## src/rtl/frame_extrema.sv

```systemverilog
// ---------------------------------------------------------------------------
// frame_extrema
//
// Streaming reducer placed after the registered min/max comparator stage.
// Every accepted (in_min, in_max) pair is folded into a running frame
// minimum and maximum. A frame closes when FRAME pairs have been taken, or
// earlier on a flush pulse. The closed frame's minimum, maximum, range and
// pair count are presented on a valid/ready output port. The next frame keeps
// accumulating while a result waits. Input stalls only when that next frame
// would complete before the waiting result has been taken.
//
// Parameters
//   DATA   width of sample values (unsigned)
//   FRAME  pairs per frame, 2..65535
//   CNT_W  width of the pair counter and of out_count
//
// Ports
//   clk          clock, rising edge
//   rst          synchronous active-high reset
//   in_valid     in_min/in_max valid this cycle
//   in_ready     pair accepted this cycle when in_valid is also high
//   in_min       candidate minimum
//   in_max       candidate maximum
//   flush        single-cycle request to close the current frame early
//   out_valid    result registers hold an unconsumed frame result
//   out_ready    consumer takes the result this cycle
//   frame_min    minimum of the frame's in_min values
//   frame_max    maximum of the frame's in_max values
//   frame_range  frame_max - frame_min, modulo 2^DATA
//   out_count    number of pairs in the frame (1..FRAME)
// ---------------------------------------------------------------------------
module frame_extrema #(
    parameter int DATA  = 8,
    parameter int FRAME = 16,
    parameter int CNT_W = $clog2(FRAME + 1)
) (
    input  logic             clk,
    input  logic             rst,
    input  logic             in_valid,
    output logic             in_ready,
    input  logic [DATA-1:0]  in_min,
    input  logic [DATA-1:0]  in_max,
    input  logic             flush,
    output logic             out_valid,
    input  logic             out_ready,
    output logic [DATA-1:0]  frame_min,
    output logic [DATA-1:0]  frame_max,
    output logic [DATA-1:0]  frame_range,
    output logic [CNT_W-1:0] out_count
);

    // Count value at which the next accepted pair completes a frame.
    localparam logic [CNT_W-1:0] LAST_CNT = CNT_W'(FRAME - 1);

    // Accumulator state
    logic [DATA-1:0]  acc_min_q, acc_min_d;
    logic [DATA-1:0]  acc_max_q, acc_max_d;
    logic [CNT_W-1:0] cnt_q, cnt_d;

    // Result registers
    logic             out_valid_q, out_valid_d;
    logic [DATA-1:0]  frame_min_q, frame_min_d;
    logic [DATA-1:0]  frame_max_q, frame_max_d;
    logic [DATA-1:0]  frame_range_q, frame_range_d;
    logic [CNT_W-1:0] out_count_q, out_count_d;

    // Intermediate reduction terms
    logic             accept;
    logic             out_free;
    logic             count_close;
    logic             flush_close;
    logic             frame_close;
    logic [DATA-1:0]  red_min;
    logic [DATA-1:0]  red_max;
    logic [CNT_W-1:0] new_cnt;

    // in_ready depends only on registered state and reset, never on
    // out_ready. The one case that must stall is a pending result with the
    // accumulator one pair short of a full frame: accepting that pair would
    // need somewhere to put a second result.
    assign in_ready = !rst && !(out_valid_q && (cnt_q == LAST_CNT));

    // Combine the current accumulator with an accepted pair. An empty
    // accumulator (cnt==0) is seeded directly from the pair, so old
    // accumulator contents never leak into a new frame. in_min and in_max
    // are reduced independently, with no ordering check between them.
    always_comb begin
        accept   = in_valid && in_ready;
        out_free = !out_valid_q || out_ready;

        red_min = acc_min_q;
        red_max = acc_max_q;
        new_cnt = cnt_q;

        if (accept) begin
            new_cnt = cnt_q + 1'b1;
            if (cnt_q == '0) begin
                red_min = in_min;
                red_max = in_max;
            end else begin
                red_min = (in_min < acc_min_q) ? in_min : acc_min_q;
                red_max = (in_max > acc_max_q) ? in_max : acc_max_q;
            end
        end

        // A full-count close cannot collide with a blocked output, because
        // in_ready is low in that situation. A flush closes only when there
        // is at least one pair, counting a pair arriving in the same cycle,
        // and the result slot is free or being emptied this cycle. A flush
        // that cannot take effect yet is ignored, and upstream repeats it.
        count_close = accept && (cnt_q == LAST_CNT);
        flush_close = flush && (new_cnt != '0) && out_free;
        frame_close = count_close || flush_close;
    end

    // Next-state for the accumulator and result registers. By default the
    // result is held and out_valid drops only on an output transfer. A frame
    // close overrides this, so a transfer and a close in the same cycle leave
    // out_valid high with the new frame's values loaded.
    always_comb begin
        acc_min_d     = red_min;
        acc_max_d     = red_max;
        cnt_d         = new_cnt;
        out_valid_d   = out_valid_q && !out_ready;
        frame_min_d   = frame_min_q;
        frame_max_d   = frame_max_q;
        frame_range_d = frame_range_q;
        out_count_d   = out_count_q;

        if (frame_close) begin
            out_valid_d   = 1'b1;
            frame_min_d   = red_min;
            frame_max_d   = red_max;
            frame_range_d = red_max - red_min;
            out_count_d   = new_cnt;
            cnt_d         = '0;
        end
    end

    // State registers. Reset discards any partial frame and any pending
    // result.
    always_ff @(posedge clk) begin
        if (rst) begin
            acc_min_q     <= '0;
            acc_max_q     <= '0;
            cnt_q         <= '0;
            out_valid_q   <= 1'b0;
            frame_min_q   <= '0;
            frame_max_q   <= '0;
            frame_range_q <= '0;
            out_count_q   <= '0;
        end else begin
            acc_min_q     <= acc_min_d;
            acc_max_q     <= acc_max_d;
            cnt_q         <= cnt_d;
            out_valid_q   <= out_valid_d;
            frame_min_q   <= frame_min_d;
            frame_max_q   <= frame_max_d;
            frame_range_q <= frame_range_d;
            out_count_q   <= out_count_d;
        end
    end

    assign out_valid   = out_valid_q;
    assign frame_min   = frame_min_q;
    assign frame_max   = frame_max_q;
    assign frame_range = frame_range_q;
    assign out_count   = out_count_q;

endmodule

```

## config.mk

```make
export PLATFORM = sky130hd
export DESIGN_NAME = frame_extrema
export DESIGN_NICKNAME = d
export VERILOG_FILES = /design/src/rtl/frame_extrema.sv
export SDC_FILE = /design/constraint.sdc
export NUM_CORES = 1
export LEC_CHECK = 0
export CORE_MARGIN = 2
export CORE_UTILIZATION = 56
export DETAILED_ROUTE_END_ITERATION = 8
export PLACE_DENSITY = 0.91
export SYNTH_ARGS = -nofsm -noshare
export SYNTH_HDL_FRONTEND = slang
export SYNTH_SLANG_ARGS = --single-unit
```

## constraint.sdc

```tcl
create_clock -name clk -period 5.8 [get_ports clk]
set_clock_uncertainty 0.1 [all_clocks]
set_input_delay 1.45 -clock clk [delete_from_list [all_inputs] [get_ports clk]]
set_output_delay 1.45 -clock clk [all_outputs]
set_load 0.01 [all_outputs]
```

After elaboration in Yosys (flattened, before gate mapping)
Index checks and enable logic that the tools add are counted.
Widths: inputs -> output; s select.

operators by class
  add/subtract/negate cells = 2
  reductions and logical operators = 16
  equal/unequal tests = 1
  $lt $le $gt $ge = 2
  mux-type cells = 8

operators with widths
  cell                 number
  $mux 8               6
  $gt 8x8->1           1
  $lt 8x8->1           1
  $sub 8x8->8          1
  $logic_and 1x1->1    7
  $add 5x1->5 const B  1
  $eq 5x4->1 const B   1
  $logic_not 5->1      1
  $mux 5               1
  $reduce_bool 5->1    1
  $logic_not 1->1      4
  $logic_or 1x1->1     2
  $reduce_or 2->1      1
  $mux 1               1

word-level totals
  input bits = 21
  output and inout bits = 31
  logic and storage cells = 37
  register bits = 51

Depth between registers and ports, before layout
Gate-level depths: netlist (run 1).

  depth in word-level cells = 11
  gate-level depth with buffers = 20

Least setup slack after synthesis (run 1)
Ideal clock, no wire load.

  path kind = input port to flip-flop
  from = input port in_min[2]
  to = register frame_range_q[6], in the netlist frame_range[6]
  arrival = 4.234 ns
  setup slack = 1.338 ns
  data required time = 5.572 ns
  stages on the path = 17
  library setup time = 0.128 ns
  buffers on the path = 1
  cell sequence = ha_1 a211oi_1 o21ai_0 a211oi_1 o21ai_0 buf_2 mux2i_1 inv_1 ha_1 fa_1 nor2b_1 o21ai_0 a21boi_0 o21a_1 o21ai_0 a31oi_1 nor2_1

between the ends
  word-level cells in the longest chain between the ends = 5

RTL lines
  item                  RTL line  source
  start, declared       41        input logic [DATA-1:0] in_min,
  $lt 8x8->1            101       red_min = (in_min < acc_min_q) ? in_min : acc_min_q;
  $mux 8                101
  $mux 8                97        if (cnt_q == '0) begin
  $mux 8                95        if (accept) begin
  net acc_min_d[0]      56        logic [DATA-1:0] acc_min_q, acc_min_d;
  $sub 8x8->8           134       frame_range_d = red_max - red_min;
  end signal, assigned  159       frame_range_q <= frame_range_d;
  end, declared         64        logic [DATA-1:0] frame_range_q, frame_range_d;

The timed path passes the listed nets, and every way through them passes these cells.
A chain may end at the register's enable or synchronous reset.

Final worst setup path (run 1)
  from = input port in_min[5]
  to = register frame_range_q[7], in the netlist frame_range[7]

between the ends
  word-level cells in the longest chain between the ends = 5

RTL lines
  item           RTL line
  $lt 8x8->1     101
  $mux 8         101
  $mux 8 *       97
  $mux 8 *       95
  $sub 8x8->8 *  134

Mark *: on every way between the ends. The rest lies on a longest branch, timed or not.

==> key figures, run 1 <==
Job
  – Max Cap Viol: 0

Timing
  – Final hold vios: 0
  – Worst Tran Pin Value: about 1 ns
  – Setup-failing EPs final: 0
  – Unrepaired setup endpoints after global routing: no
  – Worst hold slack: 0.401 ns
  – Tcrit/Tclk final: about nine tenths
  – Fmax: approximately 190 MHz
  – Slew margin rel.: approximately a third
  – Setup ws final: 0.465 ns
  – Max-slew violation count: 0
  – Final Critical Period: between 5 and 6 ns
  – Setup TNS: 0 ns

Layout
  – Share of post-route cells with drive strength above 1: 4.74%
  – Most common cell after layout, fill and taps aside: nor2_1
  – Non-Filler Instances: between 400 and 500
  – Most frequent cells in the layout: nor2_1 (63), dfxtp_1 (51), clkdlybuf4s50_1 (51)
  – Layout area overhead: 23.8%
  – Final core area utilization: 71.1%
  – Antenna diode count: 0
  – Layout Nets: slightly above 400
  – Post-route cell area: approximately 3300 um^2
  – Fillers: 360

Route
  – WL/cell: ~14 um
  – Vias per cell: 5.72
  – DRT Wirelength: roughly 5900 um
  – DR pass1 iterations: 4
  – DR vias: approximately 2,400
  – Post-route ant nets: 0
  – DRC: 0
  – Drt initial violations: roughly 100

Synth
  – Asr flop ratio synth: 0%
  – Yosys reg bits: around 50
  – Number of flops mapped to enable cells by yosys: 0
  – Synth Warn #: 0
  – Synth Cell Area: approximately 2700 um^2
  – Post-synthesis cell count: roughly 310
  – Syn_nets: approximately 360
  – Seq/Total Area, Yosys: about two fifths
  – Synth Flop Type: dfxtp_1
  – Average size of a mapped cell: ~8.6 um^2
  – Netlist cell types: 44

Global route
  – First-pass GRT wire length: between 9000 and 10,000 um
  – Vias in the first global route: between 2,000 and 2,500
  – Total Routing Usage GR: 23.3%
  – Largest net degree at the start of global routing: 51
  – Initial antenna violation count: 0
  – Gr ovfl total: 0

Die
  – Initial Util: a little under three fifths
  – Cell Rows: 25
  – CORE AREA: ~4700 um^2
  – Die area: roughly 5300 um^2
  – Die width: between 70 and 80 um
  – Io pins: 52
  – Die Height: around 73 um

CTS
  – CTS Buf Count: 5
  – Post-CTS Hold Buffers: 0
  – Clock-pin slew on the worst setup and hold paths: around 0.09 ns
  – Postcts setup bufs: 0
  – H-tree Lvls: 2
  – Clock buffer depth: 2
  – Clk root buf: clkbuf_8
  – Cts repair resizes: 0
  – Clock insertion delay at the later pin of the skew report: around 0.3 ns
  – CTS tree: done
  – Num Clock Sinks: 51

Critical path
  – Critical Path AT: around 5.4 ns
  – Max FO, Critical Path: 6
  – WP data required: 5.86 ns
  – Worst setup SP type: input pin
  – CP Class: input pin to register
  – Worst Setup End Kind: register

Status
  – Status: finished clean

Placement
  – HPWL after detailed placement: around 4300 um
  – Post-placement cell area: 3210 um^2
  – Routability cong.: between 0.8 and 0.9
  – Inst Count DP: roughly 410
  – # port buffers: slightly above 50
  – Place WS: ~0.24 ns

Power
  – Leak pwr: around 1.3 nW
  – Total Power: 851 uW
  – VDD IR-drop max: around 0.15 mV
  – Total power per unit cell area: around 260 nW/um^2

Hold path
  – Min-delay worst type: register to register
-- state kept, by name (all words and copies together), names as in the netlist --
register     cells
out_count        5
cnt_q            5
acc_max_q        8
frame_max        8
out_valid        1
frame_range      8
acc_min_q        8
frame_min        8
-- path summary, 6_finish.rpt --
path / start / to / slack [ns] / cells after the start
worst min register to register: out_count[3] / out_count[3] / 0.40 / 2
worst min-delay path: out_count[3] / out_count[3] / 0.40 / 2
worst max register to register: cnt_q[0] / frame_range[7] / 1.38 / 15
worst max-delay path: in_min[5] / frame_range[7] / 0.46 / 15
-- cell usage after synthesis, types with 2 or more instances --
| cell type | number | share of area [%] |
|---|---|---|
| o21a_1 | 4 | 1.1 |
| ha_1 | 25 | 12 |
| nand3_1 | 2 | 0.37 |
| xor2_1 | 3 | 0.98 |
| o21ai_0 | 6 | 1.1 |
| a211oi_1 | 25 | 7.0 |
| and2_1 | 2 | 0.47 |
| nor3_1 | 6 | 1.1 |
| nor2b_1 | 6 | 1.4 |
| buf_2 | 7 | 1.3 |
| nand4_1 | 4 | 0.94 |
| a21oi_1 | 13 | 2.4 |
| clkbuf_1 | 7 | 0.98 |
| o211ai_1 | 2 | 0.56 |
| inv_1 | 31 | 4.3 |
| mux2i_1 | 15 | 5.6 |
| nor2_1 | 63 | 8.8 |
| nand2_1 | 12 | 1.7 |
| dfxtp_1 | 51 | 38 |
| xnor2_1 | 4 | 1.3 |
-- power breakdown --
group	switching [mW]	internal, mW	leakage [nW]
clock network	0.110	0.109	0.0515
registers	0.0151	0.376	0.417
logic	0.123	0.117	0.866
-- critical path, stage by stage --
cell             delay [ns]
clkdlybuf4s50_1        0.43
ha_1                   0.34
nand4_1                0.10
nor2_1                 0.11
a211oi_1               0.07
o21ai_0                0.77
mux2i_1                0.36
ha_1                   0.39
nor2b_1                0.24
o211ai_1               0.15
a32oi_1                0.33
nor2_1                 0.07
mux2_4                 0.27
o2111ai_1              0.18
o221ai_1               0.14
-- per-layer routing --
| metal | wire (um) | GRT usage [%] |
|---|---|---|
| met1 | 2610 | 27.7 |
| met5 | 0 | 0 |
| met4 | 150 | 9.05 |
| met3 | 245 | 5.11 |
| met2 | 2900 | 40.4 |
-- kinds of logic after synthesis --
kind of cell	share of synthesized area, %
xor+xnor	2.29
flops	38.2
fa+ha+maj	12.4
simple gates	16.6
buf+inv	7.34
compound gates	16.6
mux	6.59
-- layout make-up --
cell class | count | area (um^2) | share of cell area, %
clock buffer | 8 | 100 | 3.02
multi-input combinational | 214 | 1470 | 44.3
timing repair buffer | 55 | 541 | 16.3
sequential | 51 | 1020 | 30.8
tap | 54 | 67.6 | 2.04
inverter | 31 | 116 | 3.51
(Power assumes the default switching activity.)
==> inputs of run 2 (changes only) <==
- CELL_PAD_IN_SITES_DETAIL_PLACEMENT: not set -> 1
- CELL_PAD_IN_SITES_GLOBAL_PLACEMENT: not set -> 1
- CORE_UTILIZATION: 56 -> 41
- PLACE_DENSITY: 0.91 -> 0.9
- SLEW_MARGIN: not set -> 40
==> run 2 against run 1 <==
Critical path type unchanged. Clock power rose by 36%. Sequential cell count is the same. Routed wire length is 22% higher. Largest cell class unchanged. Highest routed layer unchanged. Clock-buffer cell count is 3 lower. Sequential power is essentially flat.
==> key figures, run 2 (synthesized netlist as in run 1, its figures left out) <==
Critical path
  – Worst setup endpoint: frame_range[7]
  – Reg-to-reg slack, setup: 1.21 ns
  – FF-to-FF path depth: 16
  – CP Cell Sequence: clkdlybuf4s50_1, ha_1, a211oi_1, o21ai_0, a211oi_1, o21ai_0, buf_4, mux2i_1, ha_1, nor2b_1, o211ai_1, a32oi_1, nor2_1, mux2_4, or2_0, o221ai_1
  – Worst Setup End Kind: register
  – Worst reg2reg startpoint: cnt_q[0]
  – CP Launch Point: in_min[2]
  – CP max stage delay: between 0.4 and 0.5 ns
  – WP data required: 5.94 ns
  – FF-to-FF End: frame_range[7]
  – Slowest stage cell, crit path: a32oi_1
  – Critical Path AT: between 5 and 6 ns
  – Worst setup SP type: input pin
  – CP Class: input pin to register
  – Max FO, Critical Path: 6

Layout
  – Layout area overhead: 26.2%
  – Share of post-route cells with drive strength above 1: about 5.0%
  – Most frequent cells in the layout: nor2_1 (63), dfxtp_1 (51), clkdlybuf4s50_1 (51)
  – Post-route cell area: about 3400 um^2
  – Final core area utilization: a little over half
  – Non-Filler Instances: 436
  – Most common cell after layout, fill and taps aside: nor2_1
  – Layout Nets: between 400 and 500
  – Antenna diode count: 0

Power
  – Sw Share: approximately 29%
  – Total power per unit cell area: ~280 nW/um^2
  – VDD IR-drop max: roughly 0.16 mV
  – Internal Pwr Total: about 670 uW
  – Clock Power Share: about a third
  – Reg power frac: between 40% and 50%
  – Logic pwr share: 26.4%
  – P_sw: approximately 270 uW
  – Leak pwr: roughly 1.3 nW

CTS
  – CTS tree: done
  – Num Clock Sinks: 51
  – Clock-pin slew on the worst setup and hold paths: about 0.1 ns
  – Clock buffer depth: 2
  – Clock insertion delay at the later pin of the skew report: approximately 0.32 ns
  – H-tree Lvls: 2
  – Postcts setup bufs: 0
  – CTS Buf Count: 5
  – Post-CTS Hold Buffers: 0
  – Clk root buf: clkbuf_8
  – Cts repair resizes: 0

Status
  – Status: finished clean

Die
  – Cell Rows: 29
  – Die area: about 7200 um^2
  – CORE AREA: 6310 um^2
  – Io pins: 52
  – Initial Util: 42.4%
  – Die Height: ~85 um
  – Die width: 84.8 um

Timing
  – Fmax: around 180 MHz
  – Unrepaired setup endpoints after global routing: no
  – Final hold vios: 0
  – Max-slew violation count: 0
  – Slew margin rel.: about half
  – Worst hold slack: 0.405 ns
  – Setup-failing EPs final: 0
  – Tcrit/Tclk final: 95.0%
  – Final Critical Period: 5.51 ns
  – Worst Tran Pin Value: 0.763 ns
  – Setup TNS: 0 ns

Global route
  – Vias in the first global route: between 2,000 and 3,000
  – First-pass GRT wire length: 12,200 um
  – Largest net degree at the start of global routing: a little over 50
  – Initial antenna violation count: 0
  – Total Routing Usage GR: between 20% and 30%
  – Gr ovfl total: 0

Route
  – WL/cell: roughly 16 um
  – DR pass1 iterations: 4
  – DR vias: roughly 2,400
  – Post-route ant nets: 0
  – DRT Wirelength: ~7200 um
  – Drt initial violations: 82
  – Vias per cell: around 5.4
  – DRC: 0

Placement
  – HPWL after detailed placement: ~5300 um
  – Routability cong.: between 0.8 and 0.9
  – Post-placement cell area: around 3200 um^2
  – # port buffers: 51
  – Inst Count DP: 428

Hold path
  – Hold path depth: 2
  – Min-delay worst type: register to register

Job
  – Max Cap Viol: 0
[run 2: worst min path at each step]
| stage | slack (ns) | end | start |
|---|---|---|---|
| after floorplan | 0.40 | acc_min_q[0] | acc_min_q[0] |
| after global placement | 0.38 | frame_range[4] | frame_range[4] |
| after detailed placement | 0.39 | frame_range[4] | frame_range[4] |
| after CTS | 0.41 | frame_max[1] | frame_max[1] |
| after global routing | 0.43 | frame_min[5] | frame_min[5] |
| final | 0.40 | frame_max[0] | frame_max[0] |
[run 2: metrics by stage]
stage	worst slack [ns]	power, mW
after floorplan	1.34	0.547
after global placement	0.491	0.631
after detailed placement	0.0780	0.645
after CTS	0.305	0.946
after global routing	0.0467	0.989
final	0.289	0.937
[run 2: metal layers]
metal / share of wire (%) / global-route usage (%) / routed length (um)
met3: 3.2 / 4.33 / 232
met1: 43 / 24.6 / 3090
met4: 2.5 / 7.65 / 180
met5: 0 / 0 / 0
met2: 51 / 38.9 / 3680
[run 2: power groups by stage]
stage / logic [mW] / registers, mW / clock network [mW]
floorplan: 0.141 / 0.406 / 0
global placement: 0.232 / 0.399 / 0
detailed placement: 0.244 / 0.400 / 0
CTS: 0.249 / 0.393 / 0.304
global route: 0.273 / 0.396 / 0.320
finish: 0.248 / 0.392 / 0.297
[run 2: worst max-delay path, delay by kind of cell]
family | cells | cell delay, ns
AND/OR/NAND/NOR | 3 | 0.48
multiplexers | 2 | 0.62
AO/OA/AOI/OAI | 7 | 1.84
adder cells (fa/ha/maj) | 2 | 0.53
buffers and inverters | 2 | 0.72
[run 2: layout make-up]
| cell class | count | area (um^2) |
|---|---|---|
| clock buffers | 5 | 68.8 |
| clock inverters | 3 | 67.6 |
| fillers | 754 | 2940 |
| inverters | 31 | 116 |
| multi-input cells | 214 | 1470 |
| flip-flops and latches | 51 | 1020 |
| well taps | 77 | 96.3 |
| repair buffers | 55 | 541 |
